<file path="src/rtl/quad_enc_idx_if.sv">
// Signal bundle for quad_enc_idx: raw encoder channels, control inputs and decoded results.
interface quad_enc_idx_if #(
    parameter int ENCBITS = 64,
    parameter int VELBITS = 32
);
    logic                      a;
    logic                      b;
    logic                      z;
    logic                      enable;
    logic [1:0]                mode;
    logic [7:0]                multiplier;
    logic                      clear;
    logic                      index_reset_en;
    logic [31:0]               vel_period;
    logic signed [ENCBITS-1:0] count;
    logic signed [ENCBITS-1:0] index_count;
    logic                      index_seen;
    logic                      faultn;
    logic [7:0]                fault_cnt;
    logic signed [VELBITS-1:0] velocity;
    logic                      vel_valid;

    modport master (
        output a, b, z, enable, mode, multiplier, clear, index_reset_en, vel_period,
        input  count, index_count, index_seen, faultn, fault_cnt, velocity, vel_valid
    );

    modport slave (
        input  a, b, z, enable, mode, multiplier, clear, index_reset_en, vel_period,
        output count, index_count, index_seen, faultn, fault_cnt, velocity, vel_valid
    );
endinterface

</file>
<file path="src/rtl/quad_enc_idx.sv">
// Quadrature encoder decoder with index capture, fault tracking and windowed velocity.
// Channels are synchronised and persistence-filtered before x4/x2/x1 step decoding.
module quad_enc_idx #(
    parameter int ENCBITS = 64,
    parameter int FILT    = 3,
    parameter int VELBITS = 32
) (
    input  logic          clk,
    input  logic          reset,
    quad_enc_idx_if.slave bus
);
    localparam logic [3:0] FILT_LAST = 4'(FILT - 1);
    localparam logic signed [VELBITS-1:0] VEL_MAX = {1'b0, {(VELBITS-1){1'b1}}};
    localparam logic signed [VELBITS-1:0] VEL_MIN = {1'b1, {(VELBITS-1){1'b0}}};

    function automatic logic signed [VELBITS-1:0] sat_add(
        input logic signed [VELBITS-1:0] x,
        input logic signed [VELBITS-1:0] y
    );
        logic signed [VELBITS:0] sum;
        sum = {x[VELBITS-1], x} + {y[VELBITS-1], y};
        if (sum[VELBITS] != sum[VELBITS-1]) begin
            sat_add = sum[VELBITS] ? VEL_MIN : VEL_MAX;
        end else begin
            sat_add = sum[VELBITS-1:0];
        end
    endfunction

    // Bit 0 = A, bit 1 = B, bit 2 = Z throughout the front end.
    logic [2:0]                raw_s;
    logic [2:0]                sync1_r;
    logic [2:0]                sync2_r;
    logic [2:0]                filt_r;
    logic [2:0]                filt_d_r;
    logic [2:0]                chg_s;
    logic [3:0]                fcnt_r [3];
    logic                      step_s;
    logic                      fwd_s;
    logic                      fault_s;
    logic                      idx_evt_s;
    logic                      idx_rst_s;
    logic                      apply_s;
    logic signed [ENCBITS-1:0] cdelta_s;
    logic signed [VELBITS-1:0] vdelta_s;
    logic signed [ENCBITS-1:0] count_r;
    logic signed [ENCBITS-1:0] index_count_r;
    logic                      index_seen_r;
    logic                      faultn_r;
    logic [7:0]                fault_cnt_r;
    logic [31:0]               win_r;
    logic signed [VELBITS-1:0] acc_r;
    logic signed [VELBITS-1:0] velocity_r;
    logic                      vel_valid_r;

    assign raw_s = {bus.z, bus.b, bus.a};

    // Synchronisers, persistence filters and the one-cycle delayed filtered copy
    always_ff @(posedge clk or posedge reset) begin
        if (reset) begin
            sync1_r  <= 3'b000;
            sync2_r  <= 3'b000;
            filt_r   <= 3'b000;
            filt_d_r <= 3'b000;
            for (int i = 0; i < 3; i++) begin
                fcnt_r[i] <= 4'd0;
            end
        end else begin
            sync1_r  <= raw_s;
            sync2_r  <= sync1_r;
            filt_d_r <= filt_r;
            for (int i = 0; i < 3; i++) begin
                if (sync2_r[i] == filt_r[i]) begin
                    fcnt_r[i] <= 4'd0;
                end else if (fcnt_r[i] == FILT_LAST) begin
                    filt_r[i] <= sync2_r[i];
                    fcnt_r[i] <= 4'd0;
                end else begin
                    fcnt_r[i] <= fcnt_r[i] + 4'd1;
                end
            end
        end
    end

    assign chg_s = filt_r ^ filt_d_r;
    assign fwd_s = filt_r[0] ^ filt_d_r[1];

    // Mode-dependent step qualification
    always_comb begin
        step_s = 1'b0;
        case (bus.mode)
            2'd1:    step_s = chg_s[0] & ~chg_s[1];
            2'd2:    step_s = chg_s[0] & filt_r[0] & ~chg_s[1];
            default: step_s = chg_s[0] ^ chg_s[1];
        endcase
    end

    assign fault_s   = bus.enable & chg_s[0] & chg_s[1];
    assign idx_evt_s = bus.enable & filt_r[2] & ~filt_d_r[2];
    assign idx_rst_s = idx_evt_s & bus.index_reset_en;
    // A step only lands when neither clear nor an index reset overrides it
    assign apply_s   = bus.enable & step_s & ~bus.clear & ~idx_rst_s;
    assign cdelta_s  = fwd_s ? ENCBITS'(bus.multiplier) : -ENCBITS'(bus.multiplier);
    assign vdelta_s  = apply_s ? (fwd_s ? VELBITS'(bus.multiplier) : -VELBITS'(bus.multiplier))
                               : {VELBITS{1'b0}};

    // Position count, sticky fault state and index-seen flag
    always_ff @(posedge clk or posedge reset) begin
        if (reset) begin
            count_r      <= {ENCBITS{1'b0}};
            faultn_r     <= 1'b1;
            fault_cnt_r  <= 8'd0;
            index_seen_r <= 1'b0;
        end else if (bus.clear) begin
            count_r      <= {ENCBITS{1'b0}};
            faultn_r     <= 1'b1;
            fault_cnt_r  <= 8'd0;
            index_seen_r <= 1'b0;
        end else begin
            if (idx_rst_s) begin
                count_r <= {ENCBITS{1'b0}};
            end else if (apply_s) begin
                count_r <= count_r + cdelta_s;
            end
            if (fault_s) begin
                faultn_r <= 1'b0;
                if (fault_cnt_r != 8'hFF) begin
                    fault_cnt_r <= fault_cnt_r + 8'd1;
                end
            end
            if (idx_evt_s) begin
                index_seen_r <= 1'b1;
            end
        end
    end

    // Index capture samples the count as it stood before this cycle's update
    always_ff @(posedge clk or posedge reset) begin
        if (reset) begin
            index_count_r <= {ENCBITS{1'b0}};
        end else if (idx_evt_s) begin
            index_count_r <= count_r;
        end
    end

    // Velocity window timer and saturating step accumulator
    always_ff @(posedge clk or posedge reset) begin
        if (reset) begin
            win_r       <= 32'd0;
            acc_r       <= {VELBITS{1'b0}};
            velocity_r  <= {VELBITS{1'b0}};
            vel_valid_r <= 1'b0;
        end else if (bus.vel_period == 32'd0) begin
            win_r       <= 32'd0;
            acc_r       <= {VELBITS{1'b0}};
            vel_valid_r <= 1'b0;
        end else if (win_r >= bus.vel_period - 32'd1) begin
            win_r       <= 32'd0;
            acc_r       <= {VELBITS{1'b0}};
            velocity_r  <= sat_add(acc_r, vdelta_s);
            vel_valid_r <= 1'b1;
        end else begin
            win_r       <= win_r + 32'd1;
            acc_r       <= sat_add(acc_r, vdelta_s);
            vel_valid_r <= 1'b0;
        end
    end

    assign bus.count       = count_r;
    assign bus.index_count = index_count_r;
    assign bus.index_seen  = index_seen_r;
    assign bus.faultn      = faultn_r;
    assign bus.fault_cnt   = fault_cnt_r;
    assign bus.velocity    = velocity_r;
    assign bus.vel_valid   = vel_valid_r;
endmodule

</file>
<file path="src/flat_wrapper.sv">
// flat-port wrapper written by rule: the top's interface ports become plain ports
module quad_enc_idx_flat 
#(
    parameter int ENCBITS = 64,
    parameter int FILT    = 3,
    parameter int VELBITS = 32
)
  (clk, reset, bus_a, bus_b, bus_z, bus_enable, bus_mode, bus_multiplier, bus_clear, bus_index_reset_en, bus_vel_period, bus_count, bus_index_count, bus_index_seen, bus_faultn, bus_fault_cnt, bus_velocity, bus_vel_valid);
  quad_enc_idx_if #(.ENCBITS(ENCBITS), .VELBITS(VELBITS)) bus_i ();
  input  logic clk;
  input  logic reset;
  input wire logic [$bits(bus_i.a)-1:0] bus_a;
  input wire logic [$bits(bus_i.b)-1:0] bus_b;
  input wire logic [$bits(bus_i.z)-1:0] bus_z;
  input wire logic [$bits(bus_i.enable)-1:0] bus_enable;
  input wire logic [$bits(bus_i.mode)-1:0] bus_mode;
  input wire logic [$bits(bus_i.multiplier)-1:0] bus_multiplier;
  input wire logic [$bits(bus_i.clear)-1:0] bus_clear;
  input wire logic [$bits(bus_i.index_reset_en)-1:0] bus_index_reset_en;
  input wire logic [$bits(bus_i.vel_period)-1:0] bus_vel_period;
  output wire logic [$bits(bus_i.count)-1:0] bus_count;
  output wire logic [$bits(bus_i.index_count)-1:0] bus_index_count;
  output wire logic [$bits(bus_i.index_seen)-1:0] bus_index_seen;
  output wire logic [$bits(bus_i.faultn)-1:0] bus_faultn;
  output wire logic [$bits(bus_i.fault_cnt)-1:0] bus_fault_cnt;
  output wire logic [$bits(bus_i.velocity)-1:0] bus_velocity;
  output wire logic [$bits(bus_i.vel_valid)-1:0] bus_vel_valid;
  assign bus_i.a = bus_a;
  assign bus_i.b = bus_b;
  assign bus_i.z = bus_z;
  assign bus_i.enable = bus_enable;
  assign bus_i.mode = bus_mode;
  assign bus_i.multiplier = bus_multiplier;
  assign bus_i.clear = bus_clear;
  assign bus_i.index_reset_en = bus_index_reset_en;
  assign bus_i.vel_period = bus_vel_period;
  assign bus_count = bus_i.count;
  assign bus_index_count = bus_i.index_count;
  assign bus_index_seen = bus_i.index_seen;
  assign bus_faultn = bus_i.faultn;
  assign bus_fault_cnt = bus_i.fault_cnt;
  assign bus_velocity = bus_i.velocity;
  assign bus_vel_valid = bus_i.vel_valid;
  quad_enc_idx #(.ENCBITS(ENCBITS), .FILT(FILT), .VELBITS(VELBITS)) u_core (.clk(clk), .reset(reset), .bus(bus_i));
endmodule
</file>
<file path="config.mk">
export PLATFORM = sky130hd
export DESIGN_NAME = quad_enc_idx_flat
export DESIGN_NICKNAME = d
export VERILOG_FILES = /design/src/rtl/quad_enc_idx_if.sv /design/src/rtl/quad_enc_idx.sv /design/src/flat_wrapper.sv
export SDC_FILE = /design/constraint.sdc
export NUM_CORES = 1
export LEC_CHECK = 0
export CORE_UTILIZATION = 60
export DETAILED_ROUTE_END_ITERATION = 16
export DONT_BUFFER_PORTS = 1
export PLACE_DENSITY = 0.83
export SYNTH_ARGS = -nofsm -noshare
export SYNTH_HDL_FRONTEND = slang
export SYNTH_SLANG_ARGS = --single-unit
</file>
<file path="constraint.sdc">
create_clock -name clk -period 15.7 [get_ports clk]
set_input_delay 4.71 -clock clk [delete_from_list [all_inputs] [get_ports clk]]
set_output_delay 4.71 -clock clk [all_outputs]
set_load 0.01 [all_outputs]
</file>
# Word level (Yosys, flattened, before mapping)
# Index checks and enable logic that the tools add are counted.
[classes] reduce_logical=10 addsub=10 n_eq_ne=10 n_lt_le_gt_ge=1 bitwise_logic=22 mux=28
[ops] operator="2-to-1 mux 32 bit" count=8
[ops] operator="2-to-1 mux 64 bit" count=4
[ops] operator="adder 64 bit" count=1
[ops] operator="negation 8 -> 64 bit" count=1
[ops] operator="adder 32 x 32 -> 33 bit" count=1
[ops] operator="adder 32 x 1 -> 32 bit (second input constant)" count=1
[ops] operator="greater-or-equal comparator 32 bit" count=1
[ops] operator="zero test 32 bit" count=1
[ops] operator="negation 8 -> 32 bit" count=1
[ops] operator="subtractor 32 x 1 -> 32 bit (second input constant)" count=1
[ops] operator="2-to-1 mux 4 bit" count=6
[ops] operator="2-to-1 mux 8 bit" count=3
[ops] operator="adder 4 x 1 -> 4 bit (second input constant)" count=3
[ops] operator="== test 4 x 2 -> 1 bit (second input constant)" count=3
[ops] operator="bitwise AND 1 bit" count=11
[ops] operator="AND reduction 2 bit" count=5
[ops] operator="adder 8 x 1 -> 8 bit (second input constant)" count=1
[ops] operator="!= test 8 bit (second input constant)" count=1
[ops] operator="NOT 1 bit" count=8
[ops] operator="2-to-1 mux 1 bit" count=6
[ops] operator="nonzero test 2 bit" count=3
[ops] operator="== test 1 bit" count=3
[ops] operator="nonzero test 3 bit" count=1
[ops] operator="== test 2 x 1 -> 1 bit (second input constant)" count=1
[ops] operator="other kinds (5)" count=6
[word_totals] out_inout_bits=171 ff_bits=259

# Longest topological paths before layout
# Gate-level depths: netlist of run 1.
[logic_depth] word_depth=13 depth_mapped=25 mapped_depth_nobuf=20

# Least setup slack after synthesis of run 1
# No wires, ideal clock.
[synth_timing] path_kind="input -> register" from="in bus_mode[0]" to="reg u_core.velocity_r[12], in the netlist u_core.bus.velocity[12]" path_slack_ns=6.189 path_stages=23 setup_time_ns=0.124 t_arrival_ns=9.387 cell_sequence="inv_1 > ha_1 > or3b_1 > and4_1 > clkbuf_1 > nand3_1 > buf_2 > clkbuf_1 > buf_1 > nor3_1 > ha_1 > clkbuf_1 > a21o_1 > a31oi_1 > o21ai_0 > or3_1 > o21a_1 > a311o_1 > mux2i_1 > or2_1 > buf_2 > nor2_1 > a211o_1"
[synth_between] elab_chain_len=9 elab_cells_between_ends=11
[synth_lines] item="from (decl)" line="flat_wrapper.sv:16" rtl="input wire logic [$bits(bus_i.mode)-1:0] bus_mode;"
[synth_lines] item="== test 2 bit / == test 2 x 1 -> 1 bit (equally long branches)" line="quad_enc_idx.sv:90" rtl="case (bus.mode)"
[synth_lines] item="case mux 1 bit (2 select lines) *" line="quad_enc_idx.sv:90"
[synth_lines] item="bitwise AND 1 bit * (3 in a row)" line="quad_enc_idx.sv:101" rtl="assign apply_s = bus.enable & step_s & ~bus.clear & ~idx_rst_s;"
[synth_lines] item="2-to-1 mux 32 bit *" line="quad_enc_idx.sv:103" rtl="assign vdelta_s = apply_s ? (fwd_s ? VELBITS'(bus.multiplier) : -VELBITS'(bus.multiplier))"
[synth_lines] item="adder 32 x 32 -> 33 bit *" line="quad_enc_idx.sv:21" rtl="sum = {x[VELBITS-1], x} + {y[VELBITS-1], y};"
[synth_lines] item="2-to-1 mux 32 bit / != test 1 bit (equally long branches)" line="quad_enc_idx.sv:23, quad_enc_idx.sv:22"
[synth_lines] item="2-to-1 mux 32 bit *" line="quad_enc_idx.sv:22" rtl="if (sum[VELBITS] != sum[VELBITS-1]) begin"
[synth_lines] item="to (signal assigned)" line="quad_enc_idx.sv:150" rtl="velocity_r <= {VELBITS{1'b0}};"
[synth_lines] item="to (signal assigned)" line="quad_enc_idx.sv:159" rtl="velocity_r <= sat_add(acc_r, vdelta_s);"
[synth_lines] item="to (decl)" line="quad_enc_idx.sv:52" rtl="logic signed [VELBITS-1:0] velocity_r;"
# Mark *: on every way between the ends. The rest lies on a longest branch, timed or not.
# A chain may end at the register's enable or synchronous reset.

# Final worst setup path of run 1
[layout_timing] from="in bus_mode[0]" to="reg u_core.acc_r[16]"
[layout_between] elab_chain_len=11 elab_cells_between_ends=13
[layout_lines] item="== test 2 bit / == test 2 x 1 -> 1 bit (equally long branches)" line="quad_enc_idx.sv:90"
[layout_lines] item="case mux 1 bit (2 select lines) *" line="quad_enc_idx.sv:90"
[layout_lines] item="bitwise AND 1 bit * (3 in a row)" line="quad_enc_idx.sv:101"
[layout_lines] item="2-to-1 mux 32 bit *" line="quad_enc_idx.sv:103"
[layout_lines] item="adder 32 x 32 -> 33 bit *" line="quad_enc_idx.sv:21"
[layout_lines] item="2-to-1 mux 32 bit / != test 1 bit (equally long branches)" line="quad_enc_idx.sv:23, quad_enc_idx.sv:22"
[layout_lines] item="2-to-1 mux 32 bit *" line="quad_enc_idx.sv:22"
[layout_lines] item="2-to-1 mux 32 bit *" line="quad_enc_idx.sv:156" rtl="end else if (win_r >= bus.vel_period - 32'd1) begin"
[layout_lines] item="2-to-1 mux 32 bit *" line="quad_enc_idx.sv:152" rtl="end else if (bus.vel_period == 32'd0) begin"
[layout_lines] item="to (signal assigned)" line="quad_enc_idx.sv:154" rtl="acc_r <= {VELBITS{1'b0}};"
[layout_lines] item="to (signal assigned)" line="quad_enc_idx.sv:158" rtl="acc_r <= {VELBITS{1'b0}};"
[layout_lines] item="to (signal assigned)" line="quad_enc_idx.sv:163" rtl="acc_r <= sat_add(acc_r, vdelta_s);"
[layout_lines] item="to (decl)" line="quad_enc_idx.sv:51" rtl="logic signed [VELBITS-1:0] acc_r;"
# Marked as above.

==> impl.org, run 1 <==
** Run status
- Run status :: finished clean

** Timing
- In this run the tightest slew margin relative to its limit is 0.235.
- Least-Margin Pin Slew :: around 1.1 ns
- Final hold vios :: 0
- Slew Limit Fails :: 0
- Maximum clock skew at final layout :: 0.0213 ns
- In the final timing run, aggregate negative setup slack is 0 ns.
- Final critical delay including setup and external delays :: 9.88 ns
- Setup repair after global routing left no endpoint under its margin.
- Setup-failing EPs final :: 0
- Based on the critical path, the design can be clocked at up to approximately 0.10 GHz.
- In the finished design, the share of the clock period the worst path needs comes to 0.629.

** Yosys
- Area leader, netlist :: sky130_fd_sc_hd__dfrtp_1
- After synthesis, the cell types taking the most area are sky130_fd_sc_hd__dfrtp_1 37%, sky130_fd_sc_hd__ha_1 9.7%, sky130_fd_sc_hd__nand2_1 7.4%.
- Mapped Nets :: about 2200
- Sequential share of the synthesized area :: 0.376
- sky130_fd_sc_hd__nand2_1 is the most common cell in the netlist.
- Number of enable-type register cells in the synthesized netlist :: 0
- Mean instance size in the synthesized netlist :: 8.52 um2
- Synth Register Bits :: 259
- Count of yosys warnings during synthesis :: 0
- After synthesis the cells add up to 17200 um2.
- Share of flip-flops with an asynchronous set or reset after synthesis :: 1.00
- The commonest cells after synthesis are 341 x sky130_fd_sc_hd__nand2_1, 258 x sky130_fd_sc_hd__dfrtp_1, 186 x sky130_fd_sc_hd__nor2_1.
- Area fraction of the dominant cell type after synthesis :: 0.374
- The synthesized netlist contains 84 unique library cells.
- Cell count after synthesis :: 2024
- Most used DFF post-synth :: sky130_fd_sc_hd__dfrtp_1

** Route
- Detailed router's first-iteration violation count :: 1091
- Metal2 WL :: 20600 um
- Top routing layer in use :: met4
- After detailed routing, the wire length on met1 is ~19000 um.
- The first detailed-routing pass took 5 iterations.
- Total length of routed met3 wires :: 4070 um
- Detail-routed net length per standard cell :: about 19 um
- Drc violations :: 0
- Dividing the detail-routed via count by the number of cells gives 6.16.
- Vias after detailed routing :: approximately 15000
- In this run the remaining antenna-violating nets after routing total 0.
- Wire length after detailed routing :: approximately 45000 um

** Pwr
- Internal :: 1.98 mW
- Clock share of power :: 0.163
- Net switching power figure :: 1.85 mW
- Share of total power consumed by net switching :: 0.484
- Worst IR Drop VDD :: 0.117 mV
- Post-layout power :: 3.83 mW
- The share of total power dissipated in combinational logic is 0.544.
- PwrDens :: 209 nW/um2
- The analysis attributes to cell leakage a power of between 8 and 9 nW.
- Of the total power, registers draw 0.293.

** Clock network
- Gates resized during post-CTS repair numbered 0.
- Clock slew seen by the registers of the worst setup and hold paths :: 0.06 ns
- Clock tree synthesis selected as its root buffer the cell sky130_fd_sc_hd__clkbuf_16.
- Clock insertion delay at the later pin of the skew report :: 0.54 ns
- Once the clock tree was built, the setup fixing pass inserted 0 buffers.
- The longest clock path from root to sink contains 3 buffers.
- CTS Buf Count :: 26
- Counting every sink on the clock net gives 259.
- Post-cts hold buffer count :: 0
- CTS tree :: yes
- In this run the number of H-tree levels came out at 1.

** Global route
- Global routing finished with a remaining overflow of 0.
- Entering global routing, the biggest net connects 167 pins.
- The first global-routing pass estimated 71500 um of wire.
- The number of global-route vias before repair is 14200.
- The initial antenna violation count was 1.
- Global Route Usage Sum :: 0.304

** Place
- Routability-driven placement congestion ratio :: between 0.9 and 1
- HPWL after detailed placement :: about 33000 um
- Count of input and output buffers :: 0

** Floorplanning
- Area of the die :: 29400 um2
- Core Area :: 28000 um2
- The die is roughly 170 um wide.
- The floorplan step set the die height to 172 um.
- The initial utilization of the core area, before any placement, comes to 0.616.
- Number of standard-cell rows in the floorplan :: just over 60
- During I/O placement, the number of pins put on the boundary was roughly 220.

** Setup path
- The worst setup path is launched from a primary input.
- At the worst endpoint, the required time is between 15 and 20 ns.
- For the worst setup path, the data arrival time is about 10 ns.
- Along the worst path, the maximum fanout reaches 22.
- Setup crit end kind :: flip-flop
- The critical path is of the primary input to flip-flop type.

** Job
- Reported max-cap violation count :: 0

** Cells and area
- Counting the fill cells in the layout gives about 2300.
- After the last flow step, the layout net total stands at 2150.
- Area grow syn2layout :: 6.15%
- Ratio of cells with drive above 1 in the final layout :: 0.0459

** Worst hold path
- Class of the most critical hold timing path :: flip-flop to flip-flop
==> worst paths after layout <==
| path | startpoint | end | slack [ns] | cells after the start |
|---|---|---|---|---|
| setup / recovery | bus_mode[0] | u_core.acc_r[16] | 5.82 | 19 |
| hold / removal | u_core.sync1_r[1] | u_core.sync2_r[1] | 0.35 | 0 |
| setup reg to reg | u_core.filt_r[0] | u_core.acc_r[16] | 9.68 | 17 |
| hold reg to reg | u_core.sync1_r[1] | u_core.sync2_r[1] | 0.35 | 0 |
| max in group asynchronous | reset | u_core.bus.index_count[48] | 10.23 | 2 |
| min in group asynchronous | reset | u_core.acc_r[15] | 4.12 | 1 |
==> flip-flops by register name (all words and copies together), names as in the netlist, 3 cells and up <==
signal,flops
u_core.fcnt_r,12
u_core.sync2_r,3
u_core.sync1_r,3
u_core.bus.count,64
u_core.filt_d_r,3
u_core.bus.velocity,32
u_core.bus.index_count,64
u_core.win_r,32
u_core.bus.fault_cnt,8
u_core.filt_r,3
u_core.acc_r,32
==> worst max-delay path, cell delays in order <==
cell and delay (ns):
sky130_fd_sc_hd__inv_1 0.04, sky130_fd_sc_hd__ha_1 0.33, sky130_fd_sc_hd__nand2b_1 0.16, sky130_fd_sc_hd__a21o_1 0.21, sky130_fd_sc_hd__a21oi_1 0.72, sky130_fd_sc_hd__nand2_1 0.21
sky130_fd_sc_hd__inv_1 0.11, sky130_fd_sc_hd__ha_1 0.24, sky130_fd_sc_hd__a211oi_1 0.22, sky130_fd_sc_hd__o21ai_0 0.20, sky130_fd_sc_hd__o311ai_0 0.77, sky130_fd_sc_hd__a311oi_2 0.23
sky130_fd_sc_hd__o211ai_2 0.25, sky130_fd_sc_hd__a211oi_4 0.12, sky130_fd_sc_hd__o21ai_4 0.29, sky130_fd_sc_hd__nor2_1 0.13, sky130_fd_sc_hd__a31oi_4 0.28, sky130_fd_sc_hd__nand3_1 0.64
sky130_fd_sc_hd__o21ba_2 0.48
==> cell type report <==
type,count,area (um2),area share
diodes,1,2.50,0.000137
clock buffers,33,718,0.0392
clock inverters,13,131,0.00718
inverters,50,195,0.0107
multi-input cells,1617,10200,0.558
flip-flops and latches,259,6480,0.354
well taps,378,473,0.0258
repair buffers,10,87.6,0.00478
==> layer usage <==
layer  vias to the layer above  global-route usage
met1                      6910               0.390
li1                       6993                   -
met4                         0               0.112
met2                       554               0.494
met5                         -                   0
met3                        98              0.0775
==> cell usage in the layout, fill, tap and decap left out, types with 5 or more instances in the layout <==
cell,count
sky130_fd_sc_hd__nor3_1,32
sky130_fd_sc_hd__a41oi_1,6
sky130_fd_sc_hd__a211oi_1,9
sky130_fd_sc_hd__nand2b_1,12
sky130_fd_sc_hd__maj3_1,7
sky130_fd_sc_hd__o21a_1,10
sky130_fd_sc_hd__a211o_1,5
sky130_fd_sc_hd__o21ai_0,144
sky130_fd_sc_hd__nor4_1,7
sky130_fd_sc_hd__clkinv_2,5
sky130_fd_sc_hd__nand4_1,32
sky130_fd_sc_hd__a21o_1,58
sky130_fd_sc_hd__nor2_1,185
sky130_fd_sc_hd__mux2i_1,7
sky130_fd_sc_hd__clkbuf_16,27
sky130_fd_sc_hd__clkinvlp_4,5
sky130_fd_sc_hd__and3_1,27
sky130_fd_sc_hd__o21ai_1,11
sky130_fd_sc_hd__o31ai_1,9
sky130_fd_sc_hd__a31oi_1,26
sky130_fd_sc_hd__buf_4,9
sky130_fd_sc_hd__mux2_2,7
sky130_fd_sc_hd__or3_1,8
sky130_fd_sc_hd__nand3_1,104
sky130_fd_sc_hd__nand2_1,341
sky130_fd_sc_hd__nor2b_1,16
sky130_fd_sc_hd__and2_1,16
sky130_fd_sc_hd__ha_1,134
sky130_fd_sc_hd__o211ai_1,8
sky130_fd_sc_hd__inv_1,46
sky130_fd_sc_hd__xor2_1,86
sky130_fd_sc_hd__dfrtp_1,258
sky130_fd_sc_hd__a21oi_1,108
sky130_fd_sc_hd__o21bai_1,12
sky130_fd_sc_hd__or4_1,8
sky130_fd_sc_hd__xnor2_1,86
==> cell families after synthesis <==
logic type | share of synthesized area
and+or+nand+nor | 0.212
AOI/OAI and AO/OA | 0.177
DFF | 0.376
xor gates and xnor gates | 0.0883
buffers and inverters | 0.0343
adders and majority gates | 0.104
muxes | 0.00863
==> power by group through the flow <==
| stage | combinational (mW) | clock (mW) | sequential, mW |
|---|---|---|---|
| finish | 2.08 | 0.623 | 1.12 |
| CTS | 2.05 | 0.636 | 1.12 |
| global placement | 1.99 | 0 | 1.12 |
| detailed placement | 2.03 | 0 | 1.13 |
| floorplan | 1.60 | 0 | 1.05 |
| global route | 2.31 | 0.661 | 1.15 |
==> metrics by stage <==
| step | setup WS [ns] | util | instance area, um2 | hold slack, ns | instances |
|---|---|---|---|---|---|
| global route | 5.30 | 0.654 | 18300 | 0.352 | 2361 |
| detailed placement | 5.31 | 0.623 | 17500 | 0.336 | 2314 |
| finish | 5.82 | 0.654 | 18300 | 0.348 | 2361 |
| floorplan | 3.86 | - | 17200 | 0.331 | 2024 |
| global placement | 5.49 | 0.623 | 17500 | 0.334 | 2314 |
| CTS | 5.83 | 0.654 | 18300 | 0.350 | 2360 |
Note: power is estimated with default switching activity, not from simulation.
==> run 2: changes to the inputs <==
Clock period 15.7 ns to 10.1 ns, I/O delays scaled along.
==> run 2 against run 1 <==
Worst setup slack got worse by 3.6 ns; global-route usage increased by 0.19 points; design area increased by 0.32%; critical path depth increased by 1; cell count increased by 0.25%; flip-flop and latch count unchanged; clock power increased by 62%; via count increased by 0.87%; total power increased by 57%; die area unchanged; core utilization increased by 0.21 points; largest cell class unchanged.
==> impl.org, run 2 (synthesis gave the netlist of run 1 again) <==
** Pwr
- PwrDens :: 326 nW/um2 (was 209 nW/um2)
- Leakage power total :: 8.96 nW (was 8.92 nW)
- Worst IR Drop VDD :: 0.209 mV (was 0.117 mV)
- Post-layout power :: 5.99 mW (was 3.83 mW)

** Timing
- The final setup violation count is 0 (unchanged).
- Slew margin rel. :: 0.297 (was 0.235)
- Setup repair after global routing missed its margin: no (unchanged).
- Maximum clock skew at final layout :: 0.0226 ns (was 0.0213 ns)
- Least-Margin Pin Slew :: 1.05 ns (was 1.14 ns)
- The final number of max-transition violations is 0 (unchanged).
- Final critical delay including setup and external delays :: 7.93 ns
- Final period util :: 0.785
- Post-route setup TNS :: 0 ns (unchanged)
- Final hold vios :: 0 (unchanged)
- Based on the critical path, the design can be clocked at up to 0.126 GHz.

** Route
- Drc violations :: 0 (unchanged)
- Detail-routed net length per standard cell :: 19.0 um (about the same)
- The remaining antenna violation count was 0 (unchanged).
- The initial DRC count came to 1292 (was 1091).
- Vias per Instance :: 6.20 (was 6.16)
- Wire length after detailed routing :: 44900 um (was 44800 um)
- The via count was 14700 (was 14600).
- Detailed-router iteration count before antenna repair :: 6 (was 5)

** Setup path
- Maximum fanout count along the critical path :: 22 (unchanged)
- The critical path's largest stage delay came to 0.85 ns (was 0.77 ns).
- The cell with the biggest individual delay on the critical path is sky130_fd_sc_hd__o311ai_0 (unchanged).
- The data required time at the worst endpoint came to 10.61 ns (was 16.19 ns).
- Data arrival at the endpoint of the critical path :: 8.43 ns (was 10.36 ns)
- Setup crit end kind :: flip-flop (unchanged)
- Critical path, cell by cell :: inv_1, ha_1, or3b_1, nand4_1, a21oi_1, buf_4, nand2_1, inv_1, ha_1, a211oi_1, o21ai_0, o311ai_0, a311oi_2, o211ai_2, a211oi_4, o21ai_4, nor2_1, a31oi_4, nand3_1, o21ba_2 (was inv_1, ha_1, nand2b_1, a21o_1, a21oi_1, nand2_1, inv_1, ha_1, a211oi_1, o21ai_0, o311ai_0, a311oi_2, o211ai_2, a211oi_4, o21ai_4, nor2_1, a31oi_4, nand3_1, o21ba_2)
- Type of element launching the critical path :: primary input (unchanged)
- Type of the setup path with the least slack :: primary input to flip-flop (unchanged)

** Clock network
- Post-CTS Setup Repair Bufs :: 0 (unchanged)
- The number of instances resized during post-cts repair came to 0 (unchanged).
- The number of H-tree levels is 1 (unchanged).
- Number of sinks driven by the clock tree :: 259 (unchanged)
- Clock insertion delay at the later pin of the skew report :: 0.56 ns (was 0.54 ns)
- Post-cts hold buffer count :: 0 (unchanged)
- CTS Buf Count :: 27 (was 26)
- The number of buffers between clock root and the deepest sink was 3 (unchanged).
- CTS tree :: yes (unchanged)
- CTS root buffer :: sky130_fd_sc_hd__clkbuf_16 (unchanged)
- The clock-pin slew reported for the worst setup and hold paths after clock tree synthesis was 0.06 ns (about the same).

** Worst hold path
- The type of the most critical hold path is flip-flop to flip-flop (unchanged).

** Floorplanning
- X dimension of the die :: 172 um (unchanged)
- The initial core utilization came to 0.616 (unchanged).
- The y dimension of the die was 172 um (unchanged).
- Number of standard-cell rows in the floorplan :: 61 (unchanged)
- Core Area :: 28000 um2 (unchanged)
- The number of top-level pins came to 221 (unchanged).
- Area of the die :: 29400 um2 (unchanged)

** Global route
- The aggregate global routing overflow is 0 (unchanged).
- Global Route Usage Sum :: 0.306 (was 0.304)
- Antenna violations before repair :: 1 (unchanged)
- The first-pass GRT wire length came to 72300 um (was 71500 um).
- The number of global-route vias before repair was 14200 (about the same).
- Largest net degree at the start of global routing :: 156 (was 167)

** Cells and area
- Number of fill cells in the layout :: 2307 (was 2319)
- The design area came to 18400 um2 (was 18300 um2).
- The multi-input combinational cell area is 10200 um2 (unchanged).
- The footprint of the flip-flops and latches is 6480 um2 (unchanged).
- The share of final-layout standard cells stronger than drive strength 1 is 0.0488 (was 0.0459).
- Most frequent cells in the layout :: 341 x sky130_fd_sc_hd__nand2_1, 258 x sky130_fd_sc_hd__dfrtp_1, 185 x sky130_fd_sc_hd__nor2_1 (unchanged)
- Net total in the final layout :: 2155 (was 2150)
- The leading cell type in the layout, fill and taps excluded was sky130_fd_sc_hd__nand2_1 (unchanged).
- The layout-stage area growth over the synthesis result came to 6.49% (was 6.15%).

** Place
- The total of buffers placed on input and output ports is 0 (unchanged).
- The final RePlAce weighted congestion came to 0.930 (was 0.945).
- The instance area after placement was 17500 um2 (about the same).
- The detailed placer's ending HPWL came to 32700 um (was 32900 um).

** Run status
- Run status :: finished clean (unchanged)

** Job
- Reported max-cap violation count :: 0 (unchanged)
## run 2: changes by cell type in the layout (fill, tap and decap cells not counted), sizes merged
| cell | delta |
|---|---|
| clkbuf | +1 |
| clkinvlp | -1 |
| inv | +2 |
| buf | +4 |
## run 2: final timing paths
kind | from | to | slack (ns) | depth (start not counted)
min reg2reg | u_core.sync1_r[2] | u_core.sync2_r[2] | 0.35 | 0
min | u_core.sync1_r[2] | u_core.sync2_r[2] | 0.35 | 0
max in group asynchronous | reset | u_core.acc_r[24] | 6.29 | 2
max | bus_mode[0] | u_core.acc_r[16] | 2.17 | 20
max reg2reg | u_core.filt_r[0] | u_core.acc_r[16] | 4.24 | 16
min in group asynchronous | reset | u_core.bus.fault_cnt[1] | 2.44 | 1
## run 2: area by class of cell
cell class | count | share of cell area
multi-input cells | 1617 | 0.556
flip-flops and latches | 259 | 0.353
clock buffers | 34 | 0.0399
well taps | 378 | 0.0257
inverters | 50 | 0.0104
clock inverters | 14 | 0.00817
repair buffers | 14 | 0.00640
diodes | 1 | 0.000136
## run 2: critical path, delay by kind of cell
| kind | cells | cell delay, ns |
|---|---|---|
| compound gates | 10 | 3.03 |
| fa+ha+maj | 2 | 0.64 |
| buf+inv | 3 | 0.26 |
| simple gates | 5 | 1.45 |
## run 2: metrics by stage
| step | worst slack (ns) | hold slack (ns) | cells | utilization |
|---|---|---|---|---|
| 2_1_floorplan | 2.27 | 0.331 | 2024 | - |
| 3_3_place_gp | 2.02 | 0.340 | 2318 | 0.624 |
| 3_5_place_dp | 1.71 | 0.335 | 2318 | 0.624 |
| 4_1_cts | 2.25 | 0.349 | 2366 | 0.656 |
| 5_1_grt | 1.88 | 0.350 | 2367 | 0.656 |
| 6_report | 2.17 | 0.347 | 2367 | 0.656 |
## run 2: report_power, final
group	switching [mW]	total, mW	internal (mW)
clock	0.440	1.01	0.568
combinational	2.06	3.24	1.18
sequential	0.399	1.74	1.34
## run 2: routing by layer
layer,global-route usage,wire (um)
met5,0,0
met2,0.503,20800
met4,0.109,1440
met1,0.401,19000
met3,0.0587,3620
